<file path="config.mk">
export PLATFORM = sky130hd
export DESIGN_NAME = bf16_acc_sched
export DESIGN_NICKNAME = d
export VERILOG_FILES = /design/src/rtl/bf16_acc_sched.sv
export SDC_FILE = /design/constraint.sdc
export NUM_CORES = 1
export LEC_CHECK = 0
export CAP_MARGIN = 0
export CELL_PAD_IN_SITES_DETAIL_PLACEMENT = 0
export CELL_PAD_IN_SITES_GLOBAL_PLACEMENT = 2
export CORE_MARGIN = 10
export CORE_UTILIZATION = 23
export DETAILED_ROUTE_END_ITERATION = 16
export PLACE_DENSITY = 0.87
export SYNTH_ARGS = -nofsm -noshare
export SYNTH_HDL_FRONTEND = slang
export SYNTH_SLANG_ARGS = --single-unit
export TNS_END_PERCENT = 10
</file>
<file path="constraint.sdc">
create_clock -name clk -period 3 [get_ports clk]
set_clock_uncertainty 0.1 [all_clocks]
set_input_delay 0.45 -clock clk [delete_from_list [all_inputs] [get_ports clk]]
set_output_delay 0.45 -clock clk [all_outputs]
set_load 0.02 [all_outputs]
</file>
<file path="src/rtl/bf16_acc_sched.sv">
// Round-robin two-requester front end for the BF16 accelerator: accepts one op at a time,
// sequences the accelerator through ISSUE/WAIT and returns the result with sticky FP flags.
module bf16_acc_sched #(
  parameter int          MIN_LAT = 1,
  parameter int          TIMEOUT = 16,
  parameter logic [3:0]  MAX_OP  = 4'hA
) (
  input  logic        clk,
  input  logic        rst_n,
  input  logic        req0_valid,
  output logic        req0_ready,
  input  logic [3:0]  req0_op,
  input  logic [31:0] req0_a,
  input  logic [15:0] req0_b,
  input  logic [31:0] req0_c,
  input  logic        req1_valid,
  output logic        req1_ready,
  input  logic [3:0]  req1_op,
  input  logic [31:0] req1_a,
  input  logic [15:0] req1_b,
  input  logic [31:0] req1_c,
  output logic        rsp_valid,
  input  logic        rsp_ready,
  output logic        rsp_id,
  output logic [31:0] rsp_result,
  output logic [3:0]  rsp_fpcsr,
  output logic        rsp_err,
  output logic        acc_enable,
  output logic [3:0]  acc_operation,
  output logic [31:0] acc_operand_a,
  output logic [15:0] acc_operand_b,
  output logic [31:0] acc_operand_c,
  input  logic [31:0] acc_result,
  input  logic [3:0]  acc_fpcsr,
  input  logic        acc_valid,
  output logic [3:0]  fflags_sticky,
  input  logic        fflags_clr,
  output logic        busy
);

  localparam int CW = $clog2(TIMEOUT + 1);
  localparam logic [CW-1:0] MINL = CW'(MIN_LAT - 1);
  localparam logic [CW-1:0] TMO  = CW'(TIMEOUT - 1);

  typedef enum logic [1:0] {IDLE, ISSUE, WAIT, RESP} state_t;

  state_t        state_q, state_d;
  logic          rr_q, rr_d;
  logic          id_q, id_d;
  logic [3:0]    op_q, op_d;
  logic [31:0]   a_q, a_d;
  logic [15:0]   b_q, b_d;
  logic [31:0]   c_q, c_d;
  logic [31:0]   res_q, res_d;
  logic [3:0]    fp_q, fp_d;
  logic          err_q, err_d;
  logic [CW-1:0] wcnt_q, wcnt_d;
  logic [3:0]    sticky_q, sticky_d;

  logic gnt0, gnt1, rsp_hs;
  logic [3:0] sel_op;

  // rr_q names the requester that wins a tie
  assign gnt1   = req1_valid & (~req0_valid | rr_q);
  assign gnt0   = req0_valid & ~gnt1;
  assign sel_op = gnt1 ? req1_op : req0_op;
  assign rsp_hs = (state_q == RESP) & rsp_ready;

  always_comb begin
    state_d       = state_q;
    rr_d          = rr_q;
    id_d          = id_q;
    op_d          = op_q;
    a_d           = a_q;
    b_d           = b_q;
    c_d           = c_q;
    res_d         = res_q;
    fp_d          = fp_q;
    err_d         = err_q;
    wcnt_d        = wcnt_q;
    req0_ready    = 1'b0;
    req1_ready    = 1'b0;
    rsp_valid     = 1'b0;
    acc_enable    = 1'b0;
    acc_operation = 4'h0;
    acc_operand_a = 32'h0;
    acc_operand_b = 16'h0;
    acc_operand_c = 32'h0;
    case (state_q)
      IDLE: begin
        req0_ready = gnt0;
        req1_ready = gnt1;
        if (gnt0 | gnt1) begin
          id_d = gnt1;
          rr_d = ~gnt1;
          op_d = sel_op;
          a_d  = gnt1 ? req1_a : req0_a;
          b_d  = gnt1 ? req1_b : req0_b;
          c_d  = gnt1 ? req1_c : req0_c;
          if (sel_op > MAX_OP) begin
            res_d   = 32'h0;
            fp_d    = 4'h0;
            err_d   = 1'b1;
            state_d = RESP;
          end else begin
            state_d = ISSUE;
          end
        end
      end
      ISSUE, WAIT: begin
        acc_enable    = 1'b1;
        acc_operation = op_q;
        acc_operand_a = a_q;
        acc_operand_b = b_q;
        acc_operand_c = c_q;
        if (state_q == ISSUE) begin
          wcnt_d  = '0;
          state_d = WAIT;
        end else begin
          wcnt_d = wcnt_q + 1'b1;
          // a capture in the timeout cycle still wins
          if (acc_valid && (wcnt_q >= MINL)) begin
            res_d   = acc_result;
            fp_d    = acc_fpcsr;
            err_d   = 1'b0;
            state_d = RESP;
          end else if (wcnt_q == TMO) begin
            res_d   = 32'h0;
            fp_d    = 4'h0;
            err_d   = 1'b1;
            state_d = RESP;
          end
        end
      end
      RESP: begin
        rsp_valid = 1'b1;
        if (rsp_ready) state_d = IDLE;
      end
      default: state_d = IDLE;
    endcase
  end

  // new flags from a completing response survive a simultaneous clear
  assign sticky_d = (fflags_clr ? 4'h0 : sticky_q) | ((rsp_hs && !err_q) ? fp_q : 4'h0);

  always_ff @(posedge clk or negedge rst_n) begin
    if (!rst_n) begin
      state_q  <= IDLE;
      rr_q     <= 1'b0;
      id_q     <= 1'b0;
      op_q     <= 4'h0;
      a_q      <= 32'h0;
      b_q      <= 16'h0;
      c_q      <= 32'h0;
      res_q    <= 32'h0;
      fp_q     <= 4'h0;
      err_q    <= 1'b0;
      wcnt_q   <= '0;
      sticky_q <= 4'h0;
    end else begin
      state_q  <= state_d;
      rr_q     <= rr_d;
      id_q     <= id_d;
      op_q     <= op_d;
      a_q      <= a_d;
      b_q      <= b_d;
      c_q      <= c_d;
      res_q    <= res_d;
      fp_q     <= fp_d;
      err_q    <= err_d;
      wcnt_q   <= wcnt_d;
      sticky_q <= sticky_d;
    end
  end

  assign rsp_id        = id_q;
  assign rsp_result    = res_q;
  assign rsp_fpcsr     = fp_q;
  assign rsp_err       = err_q;
  assign fflags_sticky = sticky_q;
  assign busy          = (state_q != IDLE);

endmodule

</file>
==> results of run 1 <==
-- routing by layer --
| layer | vias to the layer above | share of wire (%) | global-route usage, % | wire [um] |
|---|---|---|---|---|
| met5 | - | 0 | 0 | 0 |
| met2 | 214 | 48 | 22.5 | 12000 |
| met1 | 2759 | 42 | 15.8 | 10500 |
| met3 | 7 | 9.0 | 6.11 | 2250 |
| met4 | 0 | 0.47 | 2.20 | 116 |
| li1 | 2881 | - | - | - |
-- placed cells by master, fill, tap and decap left out, types with 2 or more instances in the layout --
cell type,n
sky130_fd_sc_hd__clkbuf_16,17
sky130_fd_sc_hd__dlymetal6s2s_1,2
sky130_fd_sc_hd__dfrtp_1,134
sky130_fd_sc_hd__a21oi_1,34
sky130_fd_sc_hd__bufinv_16,3
sky130_fd_sc_hd__clkinvlp_4,3
sky130_fd_sc_hd__buf_4,8
sky130_fd_sc_hd__ha_1,5
sky130_fd_sc_hd__o22ai_1,3
sky130_fd_sc_hd__nor2_1,31
sky130_fd_sc_hd__clkdlybuf4s50_1,338
sky130_fd_sc_hd__inv_1,15
sky130_fd_sc_hd__nand2_1,61
sky130_fd_sc_hd__clkbuf_1,2
sky130_fd_sc_hd__a21o_1,2
sky130_fd_sc_hd__nand3_1,2
sky130_fd_sc_hd__a22o_1,36
sky130_fd_sc_hd__o21ai_0,62
sky130_fd_sc_hd__buf_12,7
sky130_fd_sc_hd__and3_1,2
sky130_fd_sc_hd__clkinv_4,2
sky130_fd_sc_hd__mux2i_1,85
sky130_fd_sc_hd__inv_6,4
sky130_fd_sc_hd__nand2b_1,31
sky130_fd_sc_hd__and2_1,84
-- worst register-to-register path: cells and delay by family (launching register included) --
family	cells	cell delay [ns]
buf+inv	3	0.53
flops	1	0.39
compound gates	3	0.49
fa+ha+maj	1	0.37
simple gates	1	0.50
-- power by group through the flow --
stage / registers, uW / logic [uW] / clock network [uW]
after CTS: 3010 / 7350 / 2280
after global routing: 3110 / 7790 / 2370
after floorplan: 3160 / 3690 / 0
after global placement: 3020 / 7210 / 0
after detailed placement: 3040 / 7280 / 0
final: 3000 / 7190 / 2190
-- registers in the layout, indices dropped and copies added (netlist names) --
| signal | cells |
|---|---|
| rr_q | 1 |
| rsp_result | 32 |
| op_q | 4 |
| state_q | 2 |
| rsp_err | 1 |
| b_q | 16 |
| fflags_sticky | 4 |
| rsp_fpcsr | 4 |
| a_q | 32 |
| c_q | 32 |
| wcnt_q | 5 |
| rsp_id | 1 |
-- cell type report --
cell class,instances,area [um^2],share of cell area [%]
Tap cell,384,480,4.31
Multi-Input combinational cell,456,3020,27.1
Clock buffer,19,433,3.89
Clock inverter,13,170,1.53
Sequential cell,134,3350,30.1
Inverter,15,56.3,0.505
Timing Repair Buffer,357,3630,32.6
-- final timing paths --
kind | slack, ns | start | to
setup reg to reg | 0.53 | state_q[0] | rsp_result[22]
hold / removal | 0.37 | c_q[8] | c_q[8]
min in group asynchronous | 0.46 | rst_n | c_q[0]
setup / recovery | 0.14 | state_q[0] | acc_operand_a[23]
hold reg to reg | 0.37 | c_q[8] | c_q[8]
max in group asynchronous | 1.46 | rst_n | rsp_result[15]
-- per-stage QoR --
step	TNS, ns	area [um^2]
after floorplan	0	6620
after global placement	0	10500
after detailed placement	0	10500
after CTS	0	11100
after global routing	-0.000108	11100
final	0	11100
-- cells by family (layout without fill, tap and decap cells) --
logic type                 count (synthesis)  after routing
DFF                                      134            134
adders and majority gates                  6              6
muxes                                     86             86
buffers and inverters                     63            404
AOI/OAI and AO/OA                        146            146
and+or+nand+nor                          218            218
-- timing repair --
action / 4_1_cts / 5_1_grt
buffers inserted: 1 / 2
endpoints found under the setup margin: 6 / 34
pin swaps: 1 / 1
endpoints found under the hold margin: 47 / 0
hold buffers: 1 / 0
resized for setup: 0 / 2
==> summary.md, run 1 <==
| Metric | Value |
|---|---|
| Result of the run | `complete, no violations` |
| Power Internal | `7320 uW` |
| Worst max-slew margin expressed relative to the limit | `58.6%` |
| Number of remaining DRC errors | `0` |
| FF+latch count, synth | `134` |
| Top flip-flop cell by instance count after synthesis | `sky130_fd_sc_hd__dfrtp_1` |
| Path length in cells of the critical path | `5` |
| Power per Cell Area | `1110 mW/mm^2` |
| Pin slew with the least headroom to its limit | `0.621 ns` |
| Post-route insts no fill | `1378` |
| Required time worst endpoint | `2.45 ns` |
| Period utilisation layout | `95.4%` |
| Max cap viols | `0` |
| Cell with the most instances after synthesis | `sky130_fd_sc_hd__dfrtp_1` |
| Crit Path Max Fanout | `46` |
| Final global-route overflow total | `0` |
| Synth top area cells | `sky130_fd_sc_hd__dfrtp_1, sky130_fd_sc_hd__mux2i_1, sky130_fd_sc_hd__and2_1` |
| Count of routing violations after the opening detailed-route iteration | `132` |
| Antenna violations before repair | `1` |
| Slowest CP cell | `sky130_fd_sc_hd__clkdlybuf4s50_1` |
| Die outline area | `0.0360 mm^2` |
| Fin. max-slew vios | `0` |
| Share of cells above drive strength 1 | `5.33%` |
| Clock latency at the later pin of the worst-skew pair | `0.41 ns` |
| Post-synthesis instance total | `653` |
| Kind of cell adding the most delay to the critical path | `buffers and inverters` |
| NetSw | `5060 uW` |
| Leakage power total | `0.00488 uW` |
| Clock-pin slew reported for the worst setup and hold paths after clock tree synthesis | `0.07 ns` |
| Simple-gate portion of the synthesized area | `17.1%` |
| Arrival time worst endpoint | `2.31 ns` |
| Global-route usage over all layers | `13.5%` |
| Vias in the first global route | `6312` |
| Count of flip-flops with a built-in enable after synthesis | `0` |
| Final critical path time including I/O delays and setup | `2.86 ns` |
| Sequential share of the synthesized area | `50.6%` |
| Yosys cell types | `33` |
| Final total power | `12400 uW` |
| Critical path's largest stage delay | `0.62 ns` |
| Leading area contributor after synthesis | `sky130_fd_sc_hd__dfrtp_1` |
| Nets | `1198` |
| # setup viols final | `0` |
| Cell types with the highest counts after synthesis | `sky130_fd_sc_hd__dfrtp_1, sky130_fd_sc_hd__mux2i_1, sky130_fd_sc_hd__and2_1` |
| Critical path capture point type | `output port` |
| Core region area | `0.0285 mm^2` |
| Highest Clock Rate | `0.350 GHz` |
| Maximum root-to-sink buffer count | `2` |
| Wirelength per Cell | `18.1 um` |
| Main combinational cell family by area after synthesis | `simple AND/OR/NAND/NOR gates` |
| Root buf cell | `sky130_fd_sc_hd__clkbuf_16` |
| Kind of start point of the critical path | `flip-flop` |
| Sequential Power Share | `24.2%` |
| Total nets after synthesis | `870` |
| Share of flip-flops with an asynchronous set or reset after synthesis | `100%` |
| Remaining number of nets flagged by the antenna check after routing | `0` |
| Crit Path Category | `flip-flop to output port` |
| RD Place Congestion | `0.720` |
| Area Overhead vs Synth | `68.3%` |
| Mux share of post-synthesis cell area | `13.0%` |
| Final hold slack | `0.370 ns` |
| Count of input and output buffers | `341` |
| Adder and majority cell fraction of the synthesized area | `1.13%` |
| Hpwl dp | `18.8 mm` |
| Post-synth top area share | `50.6%` |
| Post-synthesis instance area | `0.00662 mm^2` |
| Final core utilization | `39.0%` |
| Crit path buffers/inverters | `3` |
| Number of antenna cells inserted | `0` |
| Placement Rows | `62` |
| Total via count after detailed routing | `5861` |
| Worst Hold Path Cells | `2` |
| DRT Wirelength | `24.9 mm` |
| Clock tree from TritonCTS | `yes` |
| Clock network power share | `17.7%` |
| Worst Reg2Reg Path Length in Cells | `8` |
| Number of buffers added by the clock tree synthesis step | `17` |
| Synth Area per Inst | `10.1 um^2` |
| Router iterations before antenna repair | `4` |
| First-pass GRT wire length | `37.9 mm` |
| Switching part of the total | `40.8%` |
| H-tree levels | `4` |
| Instance count after placement with tap cells included | `1342` |
| Syn. warnings | `0` |
| Die X | `190 um` |
| Hold/Removal Path Class | `flip-flop to flip-flop` |
| Vias per std cell | `4.25` |
| Largest voltage drop on the vdd net | `0.000383 V` |
| Post-synthesis compound-gate area fraction | `13.8%` |
| Chip Height | `190 um` |
| Xor-xnor portion of the synthesized cell area | `0%` |
| Number of failing hold endpoints at the final stage | `0` |
| Largest net degree at the start of global routing | `113` |
| Fill cell count | `2874` |
| Num ports | `342` |
| Chain of cells forming the critical path | `inv_1 -> ha_4 -> buf_12 -> and2_1 -> clkdlybuf4s50_1` |
| Number of sinks on the clock net | `134` |
| Worst slack at placement | `0.371 ns` |
| Relative contribution of combinational cells to total power | `58.1%` |
| Min setup slack post-route | `0.139 ns` |
| Initial Util | `23.2%` |
No activity file was read; power rests on OpenSTA's default activity.
==> run 2, diff against run 1 <==
--- a/config.mk
+++ b/config.mk
@@ -10,6 +10,7 @@
 export CELL_PAD_IN_SITES_GLOBAL_PLACEMENT = 2
 export CORE_MARGIN = 10
 export CORE_UTILIZATION = 23
+export CTS_CLUSTER_SIZE = 20
 export DETAILED_ROUTE_END_ITERATION = 16
 export PLACE_DENSITY = 0.87
 export SYNTH_ARGS = -nofsm -noshare
==> results of run 2 <==
No change in the layout: final DEF, timing and power equal those of run 1.
==> run 3, diff against run 2 <==
--- a/config.mk
+++ b/config.mk
@@ -5,7 +5,7 @@
 export SDC_FILE = /design/constraint.sdc
 export NUM_CORES = 1
 export LEC_CHECK = 0
-export CAP_MARGIN = 0
+export CAP_MARGIN = 10
 export CELL_PAD_IN_SITES_DETAIL_PLACEMENT = 0
 export CELL_PAD_IN_SITES_GLOBAL_PLACEMENT = 2
 export CORE_MARGIN = 10
==> results of run 3 <==
No change in the layout: final DEF, timing and power equal those of run 1.
